### src/rtl/dmem_store_buffer.sv
// Store buffer between the processor Dmem port and a multi-cycle backing memory.
// Stores queue in a FIFO and drain in order; loads forward from the youngest match or stall for a backing read.
module dmem_store_buffer #(
    parameter int unsigned DEPTH  = 4,
    parameter int unsigned ADDR_W = 8,
    parameter int unsigned DATA_W = 64
) (
    input  logic              clk,
    input  logic              rst_n,
    input  logic              dmem_en_i,
    input  logic              dmem_wr_en_i,
    input  logic [ADDR_W-1:0] mem_addr_i,
    input  logic [DATA_W-1:0] data_out_i,
    output logic [DATA_W-1:0] data_in_c_o,
    output logic              dmem_stall_c_o,
    output logic [2:0]        buf_count_o,
    output logic              mem_req_o,
    output logic              mem_wr_o,
    output logic [ADDR_W-1:0] mem_req_addr_o,
    output logic [DATA_W-1:0] mem_wr_data_o,
    input  logic              mem_ack_i,
    input  logic [DATA_W-1:0] mem_rd_data_i
);

    localparam int unsigned PTR_W = $clog2(DEPTH);
    localparam int unsigned CNT_W = $clog2(DEPTH + 1);

    typedef struct packed {
        logic [ADDR_W-1:0] addr;
        logic [DATA_W-1:0] data;
    } entry_t;

    typedef enum logic [1:0] {IDLE, WR_REQ, RD_REQ, RD_DONE} state_e;

    state_e            state_q, state_d;
    entry_t            buf_q [DEPTH];
    logic [PTR_W-1:0]  head_q, head_d, tail_q, tail_d;
    logic [CNT_W-1:0]  count_q, count_d;
    logic              mem_req_d, mem_wr_d;
    logic [ADDR_W-1:0] mem_req_addr_d;
    logic [DATA_W-1:0] mem_wr_data_d;
    logic [DATA_W-1:0] rd_data_q, rd_data_d;

    logic              load_c, store_c, full_c, push_c, pop_c, hit_c, miss_c;
    logic [DATA_W-1:0] hit_data_c;

    assign load_c  = dmem_en_i & ~dmem_wr_en_i;
    assign store_c = dmem_en_i & dmem_wr_en_i;
    assign full_c  = (count_q == CNT_W'(DEPTH));
    assign push_c  = store_c & ~full_c;
    assign miss_c  = load_c & ~hit_c;

    // Scan oldest to youngest so the last match seen is the youngest one.
    always_comb begin
        logic [PTR_W-1:0] idx;
        idx        = '0;
        hit_c      = 1'b0;
        hit_data_c = '0;
        for (int unsigned k = 0; k < DEPTH; k++) begin
            idx = head_q + PTR_W'(k);
            if ((CNT_W'(k) < count_q) && (buf_q[idx].addr == mem_addr_i)) begin
                hit_c      = 1'b1;
                hit_data_c = buf_q[idx].data;
            end
        end
    end

    always_comb begin
        data_in_c_o = '0;
        if (state_q == RD_DONE) begin
            data_in_c_o = rd_data_q;
        end else if (load_c && hit_c) begin
            data_in_c_o = hit_data_c;
        end
    end

    // A full buffer refuses stores even when the head pops this cycle.
    assign dmem_stall_c_o = (store_c & full_c) | (miss_c & (state_q != RD_DONE));
    assign buf_count_o    = 3'(count_q);

    // Next state and registered backing-memory request.
    always_comb begin
        state_d        = state_q;
        mem_req_d      = mem_req_o;
        mem_wr_d       = mem_wr_o;
        mem_req_addr_d = mem_req_addr_o;
        mem_wr_data_d  = mem_wr_data_o;
        rd_data_d      = rd_data_q;
        pop_c          = 1'b0;
        unique case (state_q)
            IDLE: begin
                if (miss_c) begin
                    state_d        = RD_REQ;
                    mem_req_d      = 1'b1;
                    mem_wr_d       = 1'b0;
                    mem_req_addr_d = mem_addr_i;
                end else if (count_q != '0) begin
                    state_d        = WR_REQ;
                    mem_req_d      = 1'b1;
                    mem_wr_d       = 1'b1;
                    mem_req_addr_d = buf_q[head_q].addr;
                    mem_wr_data_d  = buf_q[head_q].data;
                end
            end
            WR_REQ: begin
                if (mem_ack_i) begin
                    state_d   = IDLE;
                    mem_req_d = 1'b0;
                    pop_c     = 1'b1;
                end
            end
            RD_REQ: begin
                if (mem_ack_i) begin
                    state_d   = RD_DONE;
                    mem_req_d = 1'b0;
                    rd_data_d = mem_rd_data_i;
                end
            end
            RD_DONE: state_d = IDLE;
            default: state_d = IDLE;
        endcase
    end

    always_comb begin
        head_d  = head_q + PTR_W'(pop_c);
        tail_d  = tail_q + PTR_W'(push_c);
        count_d = count_q + CNT_W'(push_c) - CNT_W'(pop_c);
    end

    always_ff @(posedge clk or negedge rst_n) begin
        if (!rst_n) begin
            state_q        <= IDLE;
            head_q         <= '0;
            tail_q         <= '0;
            count_q        <= '0;
            rd_data_q      <= '0;
            mem_req_o      <= 1'b0;
            mem_wr_o       <= 1'b0;
            mem_req_addr_o <= '0;
            mem_wr_data_o  <= '0;
        end else begin
            state_q        <= state_d;
            head_q         <= head_d;
            tail_q         <= tail_d;
            count_q        <= count_d;
            rd_data_q      <= rd_data_d;
            mem_req_o      <= mem_req_d;
            mem_wr_o       <= mem_wr_d;
            mem_req_addr_o <= mem_req_addr_d;
            mem_wr_data_o  <= mem_wr_data_d;
        end
    end

    // Entry storage needs no reset: validity comes from head and count.
    always_ff @(posedge clk) begin
        if (push_c) begin
            buf_q[tail_q] <= {mem_addr_i, data_out_i};
        end
    end

endmodule
### config.mk
export PLATFORM = sky130hd
export DESIGN_NAME = dmem_store_buffer
export DESIGN_NICKNAME = d
export VERILOG_FILES = /design/src/rtl/dmem_store_buffer.sv
export SDC_FILE = /design/constraint.sdc
export NUM_CORES = 1
export LEC_CHECK = 0
export CAP_MARGIN = 0
export CORE_ASPECT_RATIO = 0.9
export CORE_UTILIZATION = 58
export CTS_BUF_LIST = sky130_fd_sc_hd__clkbuf_2 sky130_fd_sc_hd__clkbuf_4 sky130_fd_sc_hd__clkbuf_8
export CTS_CLUSTER_SIZE = 20
export DETAILED_ROUTE_END_ITERATION = 10
export PLACE_DENSITY_LB_ADDON = 0.15
export RECOVER_POWER = 50
export SYNTH_ARGS = -nofsm -noshare
export SYNTH_HDL_FRONTEND = slang
export SYNTH_SLANG_ARGS = --single-unit
### constraint.sdc
create_clock -name clk -period 8.8 [get_ports clk]
set_input_delay 2.2 -clock clk [delete_from_list [all_inputs] [get_ports clk]]
set_output_delay 2.2 -clock clk [all_outputs]
set_load 0.05 [all_outputs]
==> results of run 1 <==
kinds of logic after synthesis:
group / count (synthesis)
AO/OA/AOI/OAI: 480
XOR/XNOR: 41
adder cells (fa/ha/maj): 11
buffers and inverters: 187
flip-flops: 435
multiplexers: 363
AND/OR/NAND/NOR: 580
state kept, by name, indices dropped and copies added, names as in the netlist:
register,flops
buf_count_o,3
buf_q,288
head_q,2
mem_req_addr_o,8
mem_req_o,1
mem_wr_data_o,64
mem_wr_o,1
rd_data_q,64
state_q,2
tail_q,2
where the power goes:
part           internal (uW)  switching, uW
Clock                   1030            832
Combinational           1610           2790
Sequential              2700            356
cells in the final DEF, fill, tap and decap left out, types with 13 or more instances in the layout:
cell type        synthesis  final
buf_4                   11     22
o21ai_0                168    168
nand2_1                464    464
buf_12                   0     66
nor3_2                  60     60
a22oi_1                 64     64
nor2_1                  14     13
o31ai_1                 64     64
edfxtp_1               288    288
o21ai_1                 26     26
mux2i_1                234    234
clkbuf_4                 0     21
clkbuf_8                 0     88
xnor2_1                 36     36
clkdlybuf4s50_1          0    143
a21oi_1                 67     67
dlygate4sd3_1            0     74
nor3_1                  16     16
a311oi_1                64     64
dfrtp_1                147    145
diode_2                  0     22
mux2_2                 128    128
worst min-delay path: stages, from the launching register on:
cell and delay [ns]:
dfrtp_1 0.34, nand2_1 0.05, o21ai_1 0.06
worst min-delay path by stage:
stage / from / endpoint / slack, ns / cells after the start
finish: mem_wr_data_o[45] / mem_wr_data_o[45] / 0.49 / 2
CTS: mem_wr_data_o[10] / mem_wr_data_o[10] / 0.49 / 2
detailed placement: mem_wr_data_o[26] / mem_wr_data_o[26] / 0.48 / 2
global route: mem_wr_data_o[28] / mem_wr_data_o[28] / 0.51 / 2
global placement: mem_wr_data_o[28] / mem_wr_data_o[28] / 0.46 / 2
floorplan: rd_data_q[44] / rd_data_q[44] / 0.48 / 1
final cells by class:
class                      instances  area [um2]  area share (%)
sequential                       435       12300            43.4
multi-input combinational       1475       10100            35.6
timing repair buffer             308        3670            12.9
clock buffer                     109        1370            4.82
tap                              532         666            2.34
clock inverter                    26         146           0.516
antenna                           22        55.1           0.194
inverter                          12        47.5           0.167
stage by stage:
stage	setup slack (ns)	total power [uW]	utilization, %	instance area, um2
floorplan	0.556	6180	-	23300
global placement	0.834	7290	67.9	26900
detailed placement	0.804	7440	67.9	26900
CTS	0.772	9300	71.8	28400
global route	0.333	9800	71.7	28400
finish	0.641	9310	71.8	28400
per-layer routing:
| metal | share of wire (%) | GRT usage, % | vias up |
|---|---|---|---|
| met1 | 41 | 39.9 | 8764 |
| met2 | 48 | 50.6 | 871 |
| met5 | 0.028 | 0 | - |
| met4 | 3.5 | 15.6 | 4 |
| li1 | - | - | 8193 |
| met3 | 7.7 | 6.12 | 172 |
==> flow_metrics.env, run 1 <==
export IMPL_outcome="finished, violations left"
export IMPL_violations="max-capacitance violations, max-slew violations"
export IMPL_initial_utilization_pct=58.9
export IMPL_synth_top_family_by_area="multiplexers"
export IMPL_reg2regPathDepth=11
export IMPL_synth_edf_count=288
export IMPL_vias=18004
export IMPL_syn_area_per_cell_um2=11.1
export IMPL_crit_path_max_fanout=51
export IMPL_cts_root_buf="clkbuf_8"
export IMPL_synth_cell_types=56
export IMPL_synthCells=2097
export IMPL_yosysTopAreaCell="edfxtp_1"
export IMPL_htree_levels=3
export IMPL_drc=0
export IMPL_place_congestion=0.874
export IMPL_drv_slew=216
export IMPL_cp_slowest_cell="or4_4"
export IMPL_worstMarginPinSlew_ns=6.07
export IMPL_grt_max_degree=276
export IMPL_clockBufferDepth=3
export IMPL_die_height_um=192
export IMPL_yosysTopAreaCellShare_pct=37.2
export IMPL_rows=69
export IMPL_vias_per_cell=6.17
export IMPL_hold_class="reg -> reg"
export IMPL_drt_first_iter_violations=1451
export IMPL_cts_setup_buffers=0
export IMPL_cts_buffers=74
export IMPL_hold_ws_ns=0.486
export IMPL_stdcell_count=2919
export IMPL_numClockSinks=435
export IMPL_num_fill_cells=2842
export IMPL_grt_usage_pct=31.2
export IMPL_dieArea_um2=40900
export IMPL_wirelength_um=63600
export IMPL_power_leakage_uw=0.0107
export IMPL_setup_tns_ns=0
export IMPL_synth_simple_area_share_pct=11.5
export IMPL_r2r_end="mem_wr_data_o[1]"
export IMPL_rrSetupSlack_ns=4.13
export IMPL_cts_tree="built"
export IMPL_startpoint_type="primary input"
export IMPL_cts_resized_gates=0
export IMPL_synth_fa_ha_area_share_pct=0.624
export IMPL_io_pins=283
export IMPL_portBuffers=282
export IMPL_worstPathArrival_ns=5.96
export IMPL_synth_area_um2=23300
export IMPL_ir_worst_vdd_v=0.000262
export IMPL_grt_overflow=0
export IMPL_yosysWarnings=0
export IMPL_crit_buf_inv=3
export IMPL_criticalPathCategory="in -> out"
export IMPL_post_dp_hpwl_um=37700
export IMPL_finalClockSkew_ns=0.0245
export IMPL_finalCritPeriodShare_pct=92.7
export IMPL_ctsHoldBuffers=0
export IMPL_worstSkewPairLatency_ns=0.64
export IMPL_die_w_um=213
export IMPL_synthTopCellsByArea="edfxtp_1 37%, dfrtp_1 16%, mux2i_1 10%"
export IMPL_grt_pass1_wl_um=97100
export IMPL_ys_seq_area_share_pct=53.0
export IMPL_p_per_area_nw_per_um2=328
export IMPL_ys_ff_latch=435
export IMPL_synth_nets=2249
export IMPL_core_area_um2=39500
export IMPL_setup_violations=0
export IMPL_maxSlewHeadroom_pct=-305
export IMPL_dr_pass1_iters=6
export IMPL_antenna_left=0
export IMPL_synth_xor_area_share_pct=1.54
export IMPL_rsz0062_at_grt="no"
export IMPL_fmax_mhz=123
export IMPL_synth_main_ff_cell="edfxtp_1"
export IMPL_path_clk_slew_ns=0.06
export IMPL_critical_path_cell_count=10
export IMPL_hold_viol=0
export IMPL_drive_above_1_share_pct=17.8
export IMPL_crit_family="buffers and inverters"
export IMPL_synth_common_cells="464 x nand2_1, 288 x edfxtp_1, 234 x mux2i_1"
export IMPL_end_kind="primary output"
export IMPL_worstPathRequired_ns=6.60
export IMPL_grt_pass1_vias=18118
export IMPL_maxCapViolCount=4
export IMPL_fin_nets=2458
export IMPL_antenna_found_initial=20
export IMPL_synth_compound_area_share_pct=13.3
export IMPL_ys_async_sr_fraction_pct=33.8
export IMPL_yosysMostFrequentCell="nand2_1"
export IMPL_min_period_ns=8.16
export IMPL_synthMuxAreaShare_pct=16.3
export IMPL_max_stage_delay_ns=1.05
export IMPL_wl_per_cell_um=21.8
export IMPL_path_cells="dlygate4sd3_1, xnor2_1, nor3b_2, a21oi_1, or4_4, buf_4, nor3_2, a311oi_1, o31ai_1, buf_12"
export IMPL_dp_cells=2762
export IMPL_worstSetupEndpoint="data_in_c_o[10]"
export IMPL_syn2layout_area_growth_pct=22.0
export IMPL_r2r_start="head_q[1]"
export IMPL_setup_worst_path_start="mem_addr_i[1]"
No activity file was read; power rests on OpenSTA's default activity.
==> inputs of run 2 (changes only) <==
- clock period: 8.8 -> 9.36 ns (I/O delays scaled with it)
==> flow_metrics.env, run 2 (synthesis results as in run 1) <==
export IMPL_ctsHoldBuffers=0
export IMPL_worstPathRequired_ns=7.02
export IMPL_initial_utilization_pct=58.9
export IMPL_netSwitchingFraction_pct=42.5
export IMPL_final_common_cell="nand2_1"
export IMPL_grt_overflow=0
export IMPL_power_leakage_uw=0.0106
export IMPL_rows=69
export IMPL_vias=17850
export IMPL_hp_start="mem_wr_data_o[28]"
export IMPL_worstMarginPinSlew_ns=4.76
export IMPL_rsz0062_at_grt="no"
export IMPL_grt_usage_pct=30.4
export IMPL_finalClockSkew_ns=0.0200
export IMPL_wl_per_cell_um=21.3
export IMPL_max_stage_delay_ns=0.81
export IMPL_drive_above_1_share_pct=17.8
export IMPL_antenna_left=0
export IMPL_place_area_um2=26400
export IMPL_dr_pass1_iters=6
export IMPL_cts_resized_gates=0
export IMPL_setup_worst_path_start="mem_addr_i[5]"
export IMPL_place_congestion=0.885
export IMPL_p_switching_uw=3670
export IMPL_drt_first_iter_violations=1624
export IMPL_largest_reg_flops=288
export IMPL_vias_per_cell=6.13
export IMPL_intPower_uw=4970
export IMPL_grt_pass1_wl_um=95100
export IMPL_htree_levels=3
export IMPL_numClockSinks=435
export IMPL_maxCapViolCount=4
export IMPL_setup_violations=0
export IMPL_clockBufferDepth=3
export IMPL_layout_common_cells="463 x nand2_1, 288 x edfxtp_1, 234 x mux2i_1, 168 x o21ai_0, 148 x clkdlybuf4s50_1"
export IMPL_largestRegisters="buf_q (288), mem_wr_data_o (64), rd_data_q (64)"
export IMPL_hold_class="reg -> reg"
export IMPL_violations="max-capacitance violations, max-slew violations"
export IMPL_hold_viol=0
export IMPL_die_w_um=213
export IMPL_finalCritPeriodShare_pct=91.6
export IMPL_dieArea_um2=40900
export IMPL_path_clk_slew_ns=0.06
export IMPL_fin_nets=2458
export IMPL_crit_family="buffers and inverters"
export IMPL_power_total_uw=8640
export IMPL_io_pins=283
export IMPL_worstSkewPairLatency_ns=0.63
export IMPL_ir_worst_vdd_v=0.000220
export IMPL_die_height_um=192
export IMPL_drv_slew=214
export IMPL_clockPowerShare_pct=19.9
export IMPL_post_dp_hpwl_um=38000
export IMPL_grt_pass1_vias=17603
export IMPL_min_period_ns=8.57
export IMPL_pwr_share_comb_pct=46.8
export IMPL_portBuffers=282
export IMPL_worstPathArrival_ns=6.23
export IMPL_crit_buf_inv=3
export IMPL_fmax_mhz=117
export IMPL_largest_register="buf_q"
export IMPL_crit_path_max_fanout=55
export IMPL_num_fill_cells=2911
export IMPL_cts_tree="built"
export IMPL_grt_max_degree=283
export IMPL_antenna_found_initial=17
export IMPL_cts_buffers=73
export IMPL_drc=0
export IMPL_r2r_start="head_q[1]"
export IMPL_finish_instance_area_um2=27900
export IMPL_criticalPathCategory="in -> out"
export IMPL_syn2layout_area_growth_pct=20.0
export IMPL_cp_slowest_cell="dlygate4sd3_1"
export IMPL_path_cells="dlygate4sd3_1, xnor2_1, nor3_1, a32oi_1, nor3_1, and3b_2, buf_4, a22oi_1, o31ai_1, buf_4"
export IMPL_pwr_share_seq_pct=33.3
export IMPL_cts_root_buf="clkbuf_8"
export IMPL_wirelength_um=62100
export IMPL_outcome="finished, violations left"
export IMPL_p_per_area_nw_per_um2=309
export IMPL_cts_setup_buffers=0
export IMPL_maxSlewHeadroom_pct=-218
export IMPL_end_kind="primary output"
export IMPL_startpoint_type="primary input"
export IMPL_core_area_um2=39500
export IMPL_setup_tns_ns=0
run 2: changes by cell type in the layout (fill, tap and decap cells not counted), sizes merged:
cell	previous run	this run
buf	88	84
clkinv	23	12
bufinv	1	0
clkbuf	112	123
clkdlybuf4s50	143	148
diode	22	13
run 2: path summary, 6_finish.rpt:
path	endpoint	slack [ns]	cells after the start
setup / recovery	data_in_c_o[35]	0.79	10
hold / removal	mem_wr_data_o[28]	0.48	2
setup reg to reg	mem_req_addr_o[7]	4.32	12
hold reg to reg	mem_wr_data_o[28]	0.48	2
max in group asynchronous	mem_wr_data_o[57]	2.18	2
min in group asynchronous	mem_req_addr_o[6]	3.41	1
run 2: metrics by stage:
step / hold slack [ns] / std cells / worst slack [ns] / utilization (%)
2_1_floorplan: 0.480 / 2097 / 0.976 / -
3_3_place_gp: 0.464 / 2763 / 1.04 / 66.8
3_5_place_dp: 0.470 / 2763 / 0.994 / 66.8
5_1_grt: 0.494 / 2905 / 0.586 / 70.6
4_1_cts: 0.486 / 2897 / 0.981 / 70.6
6_report: 0.481 / 2910 / 0.789 / 70.6
run 2: worst reg2reg max path, delay by kind of cell, from the launching register on:
kind / cells / cell delay [ns]
AO/OA/AOI/OAI: 3 / 0.48
XOR/XNOR: 1 / 0.12
buffers and inverters: 4 / 2.37
flip-flops: 1 / 0.86
multiplexers: 1 / 0.35
AND/OR/NAND/NOR: 3 / 0.74
run 2: power groups by stage:
stage / combinational [uW] / clock (uW) / sequential [uW]
after global routing: 4360 / 1830 / 2930
after global placement: 3910 / 0 / 2880
after detailed placement: 4010 / 0 / 2910
after CTS: 4030 / 1750 / 2870
final: 4040 / 1720 / 2880
after floorplan: 2470 / 0 / 3340
run 2: per-layer routing:
metal  track usage, %  part of all wire [%]
met4             13.5                   3.3
met1             39.4                    40
met3             6.67                   8.5
met5                0                 0.073
met2             49.2                    48
run 2: final cells by class:
type / count / area (um2) / share of cell area (%)
Tap cell: 532 / 666 / 2.38
Timing Repair Buffer: 309 / 3230 / 11.6
Clock buffer: 120 / 1450 / 5.18
Inverter: 12 / 47.5 / 0.170
Clock inverter: 14 / 63.8 / 0.229
Sequential cell: 435 / 12300 / 44.2
Antenna cell: 13 / 32.5 / 0.117
Multi-Input combinational cell: 1475 / 10100 / 36.2
